==> config.mk <==
export PLATFORM = sky130hd
export DESIGN_NAME = axi4_mem_ctrl
export DESIGN_NICKNAME = d
export VERILOG_FILES = /design/src/rtl/axi4_mem_ctrl.sv
export SDC_FILE = /design/constraint.sdc
export NUM_CORES = 1
export LEC_CHECK = 0
export ABC_AREA = 1
export CORE_AREA = 2 2 119 110
export DETAILED_ROUTE_END_ITERATION = 7
export DIE_AREA = 0 0 121 112
export SYNTH_ARGS = -nofsm -noshare
export SYNTH_HDL_FRONTEND = slang
export SYNTH_SLANG_ARGS = --single-unit
==> constraint.sdc <==
create_clock -name clk -period 2.8 [get_ports clk]
set_input_delay 0.56 -clock clk [delete_from_list [all_inputs] [get_ports clk]]
set_output_delay 0.56 -clock clk [all_outputs]
set_load 0.05 [all_outputs]
==> src/rtl/axi4_mem_ctrl.sv <==
// AXI4 slave front-end for a single-port synchronous RAM: one INCR burst in flight at a time.
// Round-robin write/read arbitration; illegal bursts are drained without memory access and answered SLVERR.
module axi4_mem_ctrl #(
  parameter int DATA_WIDTH     = 32,
  parameter int ADDR_WIDTH     = 12,
  parameter int MEM_ADDR_WIDTH = 10,
  parameter int MEM_DEPTH      = 1024
) (
  input  logic                      clk,
  input  logic                      rst_n,
  input  logic [ADDR_WIDTH-1:0]     awaddr,
  input  logic [7:0]                awlen,
  input  logic [2:0]                awsize,
  input  logic [1:0]                awburst,
  input  logic                      awvalid,
  output logic                      awready,
  input  logic [DATA_WIDTH-1:0]     wdata,
  input  logic                      wlast,
  input  logic                      wvalid,
  output logic                      wready,
  output logic [1:0]                bresp,
  output logic                      bvalid,
  input  logic                      bready,
  input  logic [ADDR_WIDTH-1:0]     araddr,
  input  logic [7:0]                arlen,
  input  logic [2:0]                arsize,
  input  logic [1:0]                arburst,
  input  logic                      arvalid,
  output logic                      arready,
  output logic [DATA_WIDTH-1:0]     rdata,
  output logic [1:0]                rresp,
  output logic                      rlast,
  output logic                      rvalid,
  input  logic                      rready,
  output logic                      mem_en,
  output logic                      mem_we,
  output logic [MEM_ADDR_WIDTH-1:0] mem_addr,
  output logic [DATA_WIDTH-1:0]     mem_wdata,
  input  logic [DATA_WIDTH-1:0]     mem_rdata
);

  typedef enum logic [2:0] {IDLE, W_DATA, W_RESP, R_ISSUE, R_DATA} state_t;

  localparam logic       PRIO_WRITE  = 1'b0;
  localparam logic       PRIO_READ   = 1'b1;
  localparam logic [1:0] RESP_OKAY   = 2'b00;
  localparam logic [1:0] RESP_SLVERR = 2'b10;
  localparam int         EW          = ADDR_WIDTH + 1;

  state_t                    state_q, state_d;
  logic                      prio_q, prio_d;
  logic [MEM_ADDR_WIDTH-1:0] addr_reg_q, addr_reg_d;
  logic [7:0]                beat_cnt_q, beat_cnt_d;
  logic [7:0]                len_reg_q, len_reg_d;
  logic                      err_q, err_d;
  logic                      wlast_err_q, wlast_err_d;

  logic                      aw_acc, ar_acc, last_beat;
  logic [ADDR_WIDTH-1:0]     a_addr;
  logic [7:0]                a_len;
  logic [2:0]                a_size;
  logic [1:0]                a_burst;
  logic [EW-1:0]             end_word;
  logic                      a_err;

  assign aw_acc    = (state_q == IDLE) && awvalid && (!arvalid || prio_q == PRIO_WRITE);
  assign ar_acc    = (state_q == IDLE) && arvalid && (!awvalid || prio_q == PRIO_READ);
  assign last_beat = (beat_cnt_q == len_reg_q);

  // Fields of whichever channel wins; the range check is one bit wider so it cannot wrap.
  assign a_addr   = aw_acc ? awaddr  : araddr;
  assign a_len    = aw_acc ? awlen   : arlen;
  assign a_size   = aw_acc ? awsize  : arsize;
  assign a_burst  = aw_acc ? awburst : arburst;
  assign end_word = EW'(a_addr >> 2) + EW'(a_len);
  assign a_err    = (a_size != 3'd2) || (a_burst != 2'b01) || (a_addr[1:0] != 2'b00) ||
                    (end_word > EW'(MEM_DEPTH - 1));

  always_ff @(posedge clk) begin
    if (!rst_n) begin
      state_q     <= IDLE;
      prio_q      <= PRIO_WRITE;
      addr_reg_q  <= '0;
      beat_cnt_q  <= '0;
      len_reg_q   <= '0;
      err_q       <= 1'b0;
      wlast_err_q <= 1'b0;
    end else begin
      state_q     <= state_d;
      prio_q      <= prio_d;
      addr_reg_q  <= addr_reg_d;
      beat_cnt_q  <= beat_cnt_d;
      len_reg_q   <= len_reg_d;
      err_q       <= err_d;
      wlast_err_q <= wlast_err_d;
    end
  end

  always_comb begin
    state_d     = state_q;
    prio_d      = prio_q;
    addr_reg_d  = addr_reg_q;
    beat_cnt_d  = beat_cnt_q;
    len_reg_d   = len_reg_q;
    err_d       = err_q;
    wlast_err_d = wlast_err_q;
    case (state_q)
      IDLE: begin
        if (aw_acc || ar_acc) begin
          addr_reg_d = a_addr[MEM_ADDR_WIDTH+1:2];
          len_reg_d  = a_len;
          beat_cnt_d = '0;
          err_d      = a_err;
          if (aw_acc) state_d = W_DATA;
          else        state_d = a_err ? R_DATA : R_ISSUE;
        end
      end
      W_DATA: begin
        if (wvalid) begin
          addr_reg_d = addr_reg_q + 1'b1;
          beat_cnt_d = beat_cnt_q + 1'b1;
          if (wlast != last_beat) wlast_err_d = 1'b1;
          // Beat count, not wlast, terminates the burst.
          if (last_beat) state_d = W_RESP;
        end
      end
      W_RESP: begin
        if (bready) begin
          state_d     = IDLE;
          prio_d      = PRIO_READ;
          wlast_err_d = 1'b0;
        end
      end
      R_ISSUE: state_d = R_DATA;
      R_DATA: begin
        if (rready) begin
          if (last_beat) begin
            state_d = IDLE;
            prio_d  = PRIO_WRITE;
          end else begin
            addr_reg_d = addr_reg_q + 1'b1;
            beat_cnt_d = beat_cnt_q + 1'b1;
            state_d    = err_q ? R_DATA : R_ISSUE;
          end
        end
      end
      default: state_d = IDLE;
    endcase
  end

  // Outputs are forced idle while reset is held so an abandoned burst cannot touch memory.
  always_comb begin
    awready   = 1'b0;
    arready   = 1'b0;
    wready    = 1'b0;
    bvalid    = 1'b0;
    bresp     = RESP_OKAY;
    rvalid    = 1'b0;
    rlast     = 1'b0;
    rresp     = RESP_OKAY;
    rdata     = '0;
    mem_en    = 1'b0;
    mem_we    = 1'b0;
    mem_addr  = '0;
    mem_wdata = '0;
    if (rst_n) begin
      awready = aw_acc;
      arready = ar_acc;
      case (state_q)
        W_DATA: begin
          wready    = 1'b1;
          mem_we    = 1'b1;
          mem_addr  = addr_reg_q;
          mem_wdata = wdata;
          mem_en    = wvalid && !err_q;
        end
        W_RESP: begin
          bvalid = 1'b1;
          bresp  = (err_q || wlast_err_q) ? RESP_SLVERR : RESP_OKAY;
        end
        R_ISSUE: begin
          mem_en   = 1'b1;
          mem_addr = addr_reg_q;
        end
        R_DATA: begin
          rvalid = 1'b1;
          rlast  = last_beat;
          rdata  = err_q ? '0 : mem_rdata;
          rresp  = err_q ? RESP_SLVERR : RESP_OKAY;
        end
        default: ;
      endcase
    end
  end

endmodule

==> metrics.md <==
| Metric | Value |
|---|---|
| Clock slew at the register clock pins of the worst setup and hold paths | 0.05 ns |
| Seq pwr share | 16.0% |
| Drt drc | 0 |
| Drt wl/cell | 13.6 um |
| WHS | 0.481 ns |
| Die Width | 121 um |
| Gate Count Post-Synth | 551 |
| Worst-path maximum fanout | 9 |
| CP Launch Type | input port |
| Asr flop ratio synth | 0% |
| Int Power | 2380 uW |
| Worst path slowest cell | clkdlybuf4s50_1 |
| Slew Limit Fails | 0 |
| Vias per cell | 4.41 |
| CP Buf/Inv Count | 5 |
| Worst skew pair latency | 0.28 ns |
| Finished Layout Cells | 938 |
| Vias in the first global route | 3897 |
| Antenna diodes | 0 |
| CTS tree | yes |
| Vias after detailed routing | 4139 |
| PwrDens | 713 nW/um^2 |
| Req. time, crit path | 3.00 ns |
| Worst Hold Class | reg -> reg |
| Mapped Area | 3010 um^2 |
| P_sw | 2230 uW |
| Finish-stage setup viols | 0 |
| Drt pass-1 iters | 4 |
| VDD IR-drop max | 0.000372 V |
| Worst Clk Skew | 0.00556 ns |
| Initial DRC Count | 232 |
| Final Cell Area | 6460 um^2 |
| Area growth from synthesis to layout | 114% |
| Post-synth EDFFs | 0 |
| Final WL | 12.8 mm |
| CTS Root Cell | clkbuf_16 |
| Worst-margin pin slew | 0.538 ns |
| CTS buffer count | 5 |
| I/O Buffers | 205 |
| Largest net degree at the start of global routing | 33 |
| Layout cell share with drive strength beyond 1 | 19.9% |
| CTS max path bufs | 2 |
| GP Congestion | 0.897 |
| First-pass GRT wire length | 20.1 mm |
| Post-synthesis sequential area ratio | 21.3% |
| H-tree depth | 2 |
| Post-Place Cells | 926 |
| Min Tclk post-route | 2.61 ns |
| Logic pwr share | 69.5% |
| Starting density of the core | 24.4% |
| Dpl cell area | 6220 um^2 |
| Clock share of power | 14.5% |
| Crit path cell chain | clkdlybuf4s50_1 > nand2_1 > nand2_2 > inv_4 > nand2_4 > buf_4 > nand2_1 > o21a_1 > inv_1 > ha_1 > nand2_1 > inv_1 > a21oi_2 > nand2_1 > nand3_2 > nand3_1 > nand2_1 > nand2_1 > a21oi_1 |
| Chip height | 112 um |
| Yosys Warn Count | 0 |
| Maximum Capacitance Violations | 0 |
| Crit Path Class | in -> reg |
| GRT Total Usage | 18.5% |
| Row cnt | 39 |
| Most used DFF post-synth | dfxtp_1 |
| Final core utilization | 52.3% |
| # fillers | 1180 |
| CP arrival | 2.81 ns |
| FF+latch area | 641 um^2 |
| Top delay family on crit path | buffers and inverters |
| P_leak | 0.00286 uW |
| Most frequent CP cell | nand2_1 |
| Status | finished clean |
| I/O Pins | 208 |
| Cts hold-fix bufs | 0 |
| Switching share of power | 48.4% |
| Remaining global-route overflow | 0 |
| Post-route ant nets | 0 |
| Maximum operating frequency | 0.384 GHz |
| Nets | 905 |
| Antenna violations before repair | 0 |
| Post-DP HPWL | 10.7 mm |
| Core Region | 12300 um^2 |
| # clock sinks | 32 |
| Max transition margin | 64.0% |
| CP endpoint kind | register |
| Tot Pwr | 4610 uW |
| Synth Register Bits | 32 |
| Final Hold Viols | 0 |
| Die area | 13600 um^2 |
| Largest stage delay on the critical path | 0.42 ns |
| Multi-input gate area | 1960 um^2 |
| Final worst-path cycle share | 93.1% |
| Syn_area_per_cell | 5.47 um^2 |
| Netlist cell types | 34 |
cells in the final DEF (no fill, tap or decap), types with 20 or more instances in the layout:
cell type        synthesis  layout
clkdlybuf4s50_1          0     121
nor2_1                 106     104
a21oi_1                 29      28
nand3_1                 21      20
nand2_1                150     148
dfxtp_1                 32      32
buf_4                    5      33
buf_12                   0      84
inv_1                   81      80
o21ai_0                 28      26
worst min-delay path, stage by stage (launching register included):
cell     delay, ns
dfxtp_1       0.32
nand2_1       0.07
a21oi_1       0.05
logic make-up (layout without fill, tap and decap cells):
group | after synthesis | after routing | synth area share (%)
AND/OR/NAND/NOR | 308 | 309 | 42.0
buffers and inverters | 113 | 334 | 15.2
AO/OA/AOI/OAI | 74 | 74 | 13.2
flip-flops | 32 | 32 | 21.3
XOR/XNOR | 13 | 13 | 3.78
adder cells (fa/ha/maj) | 10 | 10 | 4.40
other | 1 | 2 | 0.124
synth_stat cells, types with 2 or more instances:
master      n  area, um^2
nand2_1   150         563
or2_2       4        25.0
a21oi_1    29         145
nand4_1     6        37.5
clkbuf_1   14        52.6
nand3_1    21         105
buf_4       5        37.5
xnor2_1     9        78.8
dfxtp_1    32         641
o21a_1      5        37.5
nor2_2      5        31.3
o21ai_1     2        10.0
nor3_1      9        45.0
o21ai_0    28         140
ha_1        9         113
xor2_1      4        35.0
inv_2       6        22.5
a31oi_1     7        43.8
inv_1      81         304
buf_2       5        25.0
nand3b_1    2        15.0
nor2_1    106         398
registers in the layout (all words and copies together), names as in the netlist:
register     cells
addr_reg_q      10
beat_cnt_q       8
len_reg_q        8
state_q          3
err_q            1
prio_q           1
wlast_err_q      1
layout make-up:
class                   instances  share of cell area, %
flip-flops and latches         32                   9.92
clock buffers                   7                   2.36
clock inverters                 1                  0.465
repair buffers                238                   48.6
well taps                     164                   3.18
inverters                      88                   5.19
multi-input cells             408                   30.3
routing by layer:
layer / vias up / part of all wire, % / global-route usage [%]
met5: - / 0 / 0
met4: 0 / 1.4 / 4.50
met3: 11 / 6.3 / 2.87
met2: 151 / 50 / 32.5
met1: 1851 / 42 / 23.5
li1: 2126 / - / -
metrics by stage:
step / TNS, ns / setup slack, ns
after global routing: -0.00930 / -0.00930
final: 0 / 0.193
after detailed placement: -1.25 / -0.341
after global placement: -0.654 / -0.194
after CTS: 0 / 0.0608
after floorplan: 0 / 0.0651
final timing paths:
| kind | startpoint | endpoint | slack [ns] | cells after the start |
|---|---|---|---|---|
| worst min register to register | prio_q$_SDFFE_PN0P_ | prio_q$_SDFFE_PN0P_ | 0.48 | 2 |
| worst max-delay path | arvalid | state_q[1]$_SDFFE_PN0P_ | 0.19 | 19 |
| worst min-delay path | prio_q$_SDFFE_PN0P_ | prio_q$_SDFFE_PN0P_ | 0.48 | 2 |
| worst max register to register | state_q[1]$_SDFFE_PN0P_ | state_q[2]$_SDFFE_PN0P_ | 0.34 | 17 |
power by group through the flow:
stage          Clock (uW)  Sequential (uW)  Combinational, uW
4_1_cts               677              734               3130
2_1_floorplan           0              706               1890
6_report              669              736               3200
3_5_place_dp            0              740               3110
5_1_grt               702              756               3520
3_3_place_gp            0              736               3060
repair_timing:
action	4_1_cts	5_1_grt
buffers inserted	0	3
setup endpoints to repair	3	4
cloned	0	1
pin swaps	0	3
hold endpoints to repair	0	0
resized for setup	2	10
No activity file was read; power rests on OpenSTA's default activity.
==> variant 1 (same flow settings) <==
Take the reset off `addr_reg_q` and load it in a clocked block of its own.
--- a/src/rtl/axi4_mem_ctrl.sv
+++ b/src/rtl/axi4_mem_ctrl.sv
@@ -81,5 +81,4 @@
       state_q     <= IDLE;
       prio_q      <= PRIO_WRITE;
-      addr_reg_q  <= '0;
       beat_cnt_q  <= '0;
       len_reg_q   <= '0;
@@ -89,5 +88,4 @@
       state_q     <= state_d;
       prio_q      <= prio_d;
-      addr_reg_q  <= addr_reg_d;
       beat_cnt_q  <= beat_cnt_d;
       len_reg_q   <= len_reg_d;
@@ -95,4 +93,8 @@
       wlast_err_q <= wlast_err_d;
     end
+  end
+
+  always_ff @(posedge clk) begin
+    addr_reg_q <= addr_reg_d;
   end
 
Check against the original RTL: no difference found for any inputs over 4 cycles, from zero or initial values and one cycle with rst_n low; that may be too few to reach the edited logic, so the function may still have changed.
==> variant 1 against the original RTL <==
Clock skew increased by 0.00064 ns; final area fell by 8.6%; cell count shrank 4.3%; setup slack worse by 0.053 ns; critical endpoint is now rdata[15]; routed wire length shrank 14%; total power fell by 8.8%; synthesized area decreased by 0.95%; sequential cell count stayed put.
==> variant 1: results (changes against the original RTL) <==
Final Wtd Congestion: 0.836 (-6.8%)
CP max FO: 32 (+23)
Fin util: 0.478 (-0.0452)
Post-route non-filler standard cell count: 898 (-4.3%)
Clock skew: 0.00620 ns (+0.000637 ns)
GRT Util Overall: 0.159 (-0.0257)
Peak VDD IR: 0.295 mV (-21%)
Largest cells by area after synthesis: nand2_1, dfxtp_1, nor2_1
Hold Path End: wlast_err_q
Hold path startpoint: wlast_err_q
Layout Nets: 865 (-4.4%)
First DRT Iteration DRCs: 147 (-37%)
Post-DP HPWL: 9.23 mm (-14%)
Sequential share of the synthesized area: 0.248 (+0.0356)
Routed len/inst: 12.3 µm (-10%)
Synth Instances: 515 (-6.5%)
Place WS: -0.290 ns (+0.0508 ns)
Post-synth top cells: nand2_1, nor2_1, inv_1
Pin count of the biggest net entering global routing: 34 (+3.0%)
Outcome: completed
Compound-Gate Fraction of Synth Area: 0.0968 (-0.0356)
Delay-heaviest family, CP: simple AND/OR/NAND/NOR gates
Slowest cell on the critical path: dfxtp_1
Post-synth cell types: 33 (-2.9%)
Peak Freq: 376 MHz (-2.0%)
Worst r2r src: state_q[0]
Dpl cell area: 0.00573 mm² (-7.9%)
Number of vias per cell: 4.26 (-3.4%)
Post-synth EDFFs: 10 (+10)
Max incr delay on CP: 0.36 ns (-0.06 ns)
Adder-cell share of the synthesized area: 0.0444 (+0.000424)
[variant 1: changes by cell type in the layout (fill, tap and decap cells not counted), sizes merged, moves of 4 or more]
| cell | change |
|---|---|
| nand3 | -4 |
| buf | -4 |
| edfxtp | +10 |
| dfxtp | -10 |
| o21ai | -11 |
| xor2 | +5 |
| a21oi | -9 |
| inv | -11 |
[variant 1: power groups by stage]
stage	registers, mW	clock network [mW]	logic, mW
3_5_place_dp	0.855	0	2.80
5_1_grt	0.874	0.543	3.14
6_report	0.847	0.515	2.84
2_1_floorplan	0.827	0	1.80
3_3_place_gp	0.850	0	2.75
4_1_cts	0.847	0.530	2.81
[variant 1: cell type report]
| class | count | area share |
|---|---|---|
| sequential | 32 | 0.126 |
| clock inverter | 1 | 0.000848 |
| tap | 164 | 0.0348 |
| clock buffer | 7 | 0.0225 |
| multi-input combinational | 383 | 0.314 |
| timing repair buffer | 234 | 0.454 |
| inverter | 77 | 0.0490 |
[variant 1: worst max path at each step]
stage,from,endpoint,cells past startpoint
after floorplan,state_q[1],rdata[10],8
after global placement,awvalid,state_q[2],20
after detailed placement,awvalid,state_q[2],18
after CTS,awvalid,state_q[2],19
after global routing,state_q[0],rdata[7],9
final,state_q[0],rdata[15],9
[variant 1: what timing repair did]
| action | CTS | global route |
|---|---|---|
| pin swaps | 1 | 4 |
| resized for setup | 0 | 13 |
| buffers inserted | 0 | 1 |
| setup endpoints to repair | 1 | 4 |
| hold buffers | 0 | 0 |
[variant 1: routing by layer]
layer	part of all wire	GRT usage
met1	0.41	0.200
met2	0.51	0.278
met3	0.065	0.0369
met4	0.010	0.0310
met5	0	0
==> variant 2 (config.mk and constraints unchanged) <==
Without the edit above. Set the parameter `MEM_ADDR_WIDTH` to 9 (it was 10).
--- a/src/rtl/axi4_mem_ctrl.sv
+++ b/src/rtl/axi4_mem_ctrl.sv
@@ -4,5 +4,5 @@
   parameter int DATA_WIDTH     = 32,
   parameter int ADDR_WIDTH     = 12,
-  parameter int MEM_ADDR_WIDTH = 10,
+  parameter int MEM_ADDR_WIDTH = 9,
   parameter int MEM_DEPTH      = 1024
 ) (
Interface: changed (resized mem_addr); port bits go from 208 to 207. No check against the original RTL was run, so the function may have changed too.
==> variant 2 against the original RTL <==
Via count is 0.31% higher; non-clock buffer count increased by 3; final area increased by 1.6%; routed wire length down 3.4%; synthesized area down 2.4%; register-to-register slack is essentially flat; sequential cell count down 1; core utilization increased by 0.82 points; maximum frequency is 0.76% lower; total power fell by 16%; setup slack got worse by 0.020 ns.
==> variant 2: results (changes against the original RTL) <==
Proportion of layout cells with a drive suffix above 1: 0.241 (+0.0422)
Slowest cell on the critical path: clkdlybuf4s50_1
Pin count of the biggest net entering global routing: 32 (-3.0%)
Clk_lat worst skew: 0.28 ns (about the same)
Sequential share of the synthesized area: 0.211 (-0.00165)
Largest cells by area after synthesis: dfxtp_1, nand2_1, nor2_1
Peak VDD IR: 0.340 mV (-8.4%)
Root Buffer: clkbuf_16
Clk slew on worst S/H paths: 0.05 ns (about the same)
Mux share of post-synthesis cell area: 0 (unchanged)
Post-synth top flop: dfxtp_1
CTS Buffer Depth: 2 (unchanged)
Vias: 4152 (+0.31%)
Post-route non-filler standard cell count: 931 (-0.75%)
Post-synth cell types: 37 (+8.8%)
First DRT Iteration DRCs: 214 (-7.8%)
Slew margin rel.: 0.619 (-0.0210)
WL final: 12.4 mm (-3.4%)
Vias in the first global route: 4078 (+4.6%)
Adder-cell share of the synthesized area: 0.0451 (+0.00107)
Antenna violations before repair: 0 (unchanged)
Port bufs: 204 (-0.49%)
Global-route wire length before repair: 19.9 mm (-1.4%)
Compound-Gate Fraction of Synth Area: 0.134 (+0.00193)
Cts bufs inserted: 5 (unchanged)
Layout Nets: 898 (-0.77%)
H-tree levels: 2 (unchanged)
Clock skew: 0.00748 ns (+0.00191 ns)
Synth Area in XOR/XNOR: 0.0357 (-0.00206)
CP max FO: 5 (-4)
Top Registers: addr_reg_q (9), beat_cnt_q (8), len_reg_q (8)
Diodes inserted: 0 (unchanged)
Synth warn: 0 (unchanged)
GRT Util Overall: 0.181 (-0.00413)
Place WS: -0.288 ns (+0.0530 ns)
Post-synth top cells: nand2_1, nor2_1, inv_1
Worst hold path class: register to register
Post-DP HPWL: 10.3 mm (-4.0%)
Final Wtd Congestion: 0.860 (-4.1%)
Outcome: completed
CP Data Arrival Time: 2.84 ns (+0.03 ns)
1st-pass router iterations: 4 (unchanged)
Dpl cell area: 0.00634 mm² (+2.0%)
Leakage power: 2.86 nW (about the same)
Asr flop ratio synth: 0 (unchanged)
Max incr delay on CP: 0.47 ns (+0.05 ns)
Placed insts: 921 (-0.54%)
Synth Instances: 541 (-1.8%)
Delay-heaviest family, CP: simple AND/OR/NAND/NOR gates
NetSw: 1.85 mW (-17%)
## variant 2: layout make-up
cell class,instances,area [µm²]
fillers,1156,5780
inverters,86,328
repair buffers,241,3170
multi-input cells,401,2090
clock buffers,5,125
clock inverters,3,15.0
flip-flops and latches,31,621
well taps,164,205
## variant 2: power by group through the flow
stage / clock network, mW / registers [mW] / logic [mW]
after detailed placement: 0 / 0.693 / 2.54
after global routing: 0.545 / 0.709 / 2.91
after floorplan: 0 / 0.663 / 1.53
after global placement: 0 / 0.689 / 2.50
final: 0.514 / 0.688 / 2.65
after CTS: 0.520 / 0.686 / 2.56
## variant 2: worst register-to-register path: stages (launching register included)
cell and delay [ns]:
dfxtp_1 0.49, nor2_2 0.11, nand2_1 0.18, nor2_4 0.06
or2_2 0.29, o21ai_0 0.13, inv_1 0.08, ha_1 0.31
a21oi_1 0.12, nand2_1 0.07, nand2_1 0.07, nand2_2 0.07
nand3_4 0.09, nand3_1 0.07, nand2_1 0.08, nand2_1 0.05
a21oi_1 0.12
## variant 2: path summary, 6_finish.rpt
| check | slack, ns | endpoint | from | cells past startpoint |
|---|---|---|---|---|
| setup / recovery | 0.17 | state_q[1] | arvalid | 17 |
| hold / removal | 0.49 | addr_reg_q[8] | addr_reg_q[8] | 2 |
| setup reg to reg | 0.34 | state_q[1] | state_q[1] | 16 |
| hold reg to reg | 0.49 | addr_reg_q[8] | addr_reg_q[8] | 2 |
## variant 2: timing repair
item / 4_1_cts / 5_1_grt
cloned: 0 / 1
setup buffers: 0 / 1
pin swaps: 0 / 3
setup endpoints to repair: 2 / 9
gates resized for setup: 1 / 19
## variant 2: routing by layer
layer | track usage | part of all wire
met5 | 0 | 0
met4 | 0.0481 | 0.018
met3 | 0.0313 | 0.051
met2 | 0.323 | 0.52
met1 | 0.222 | 0.41
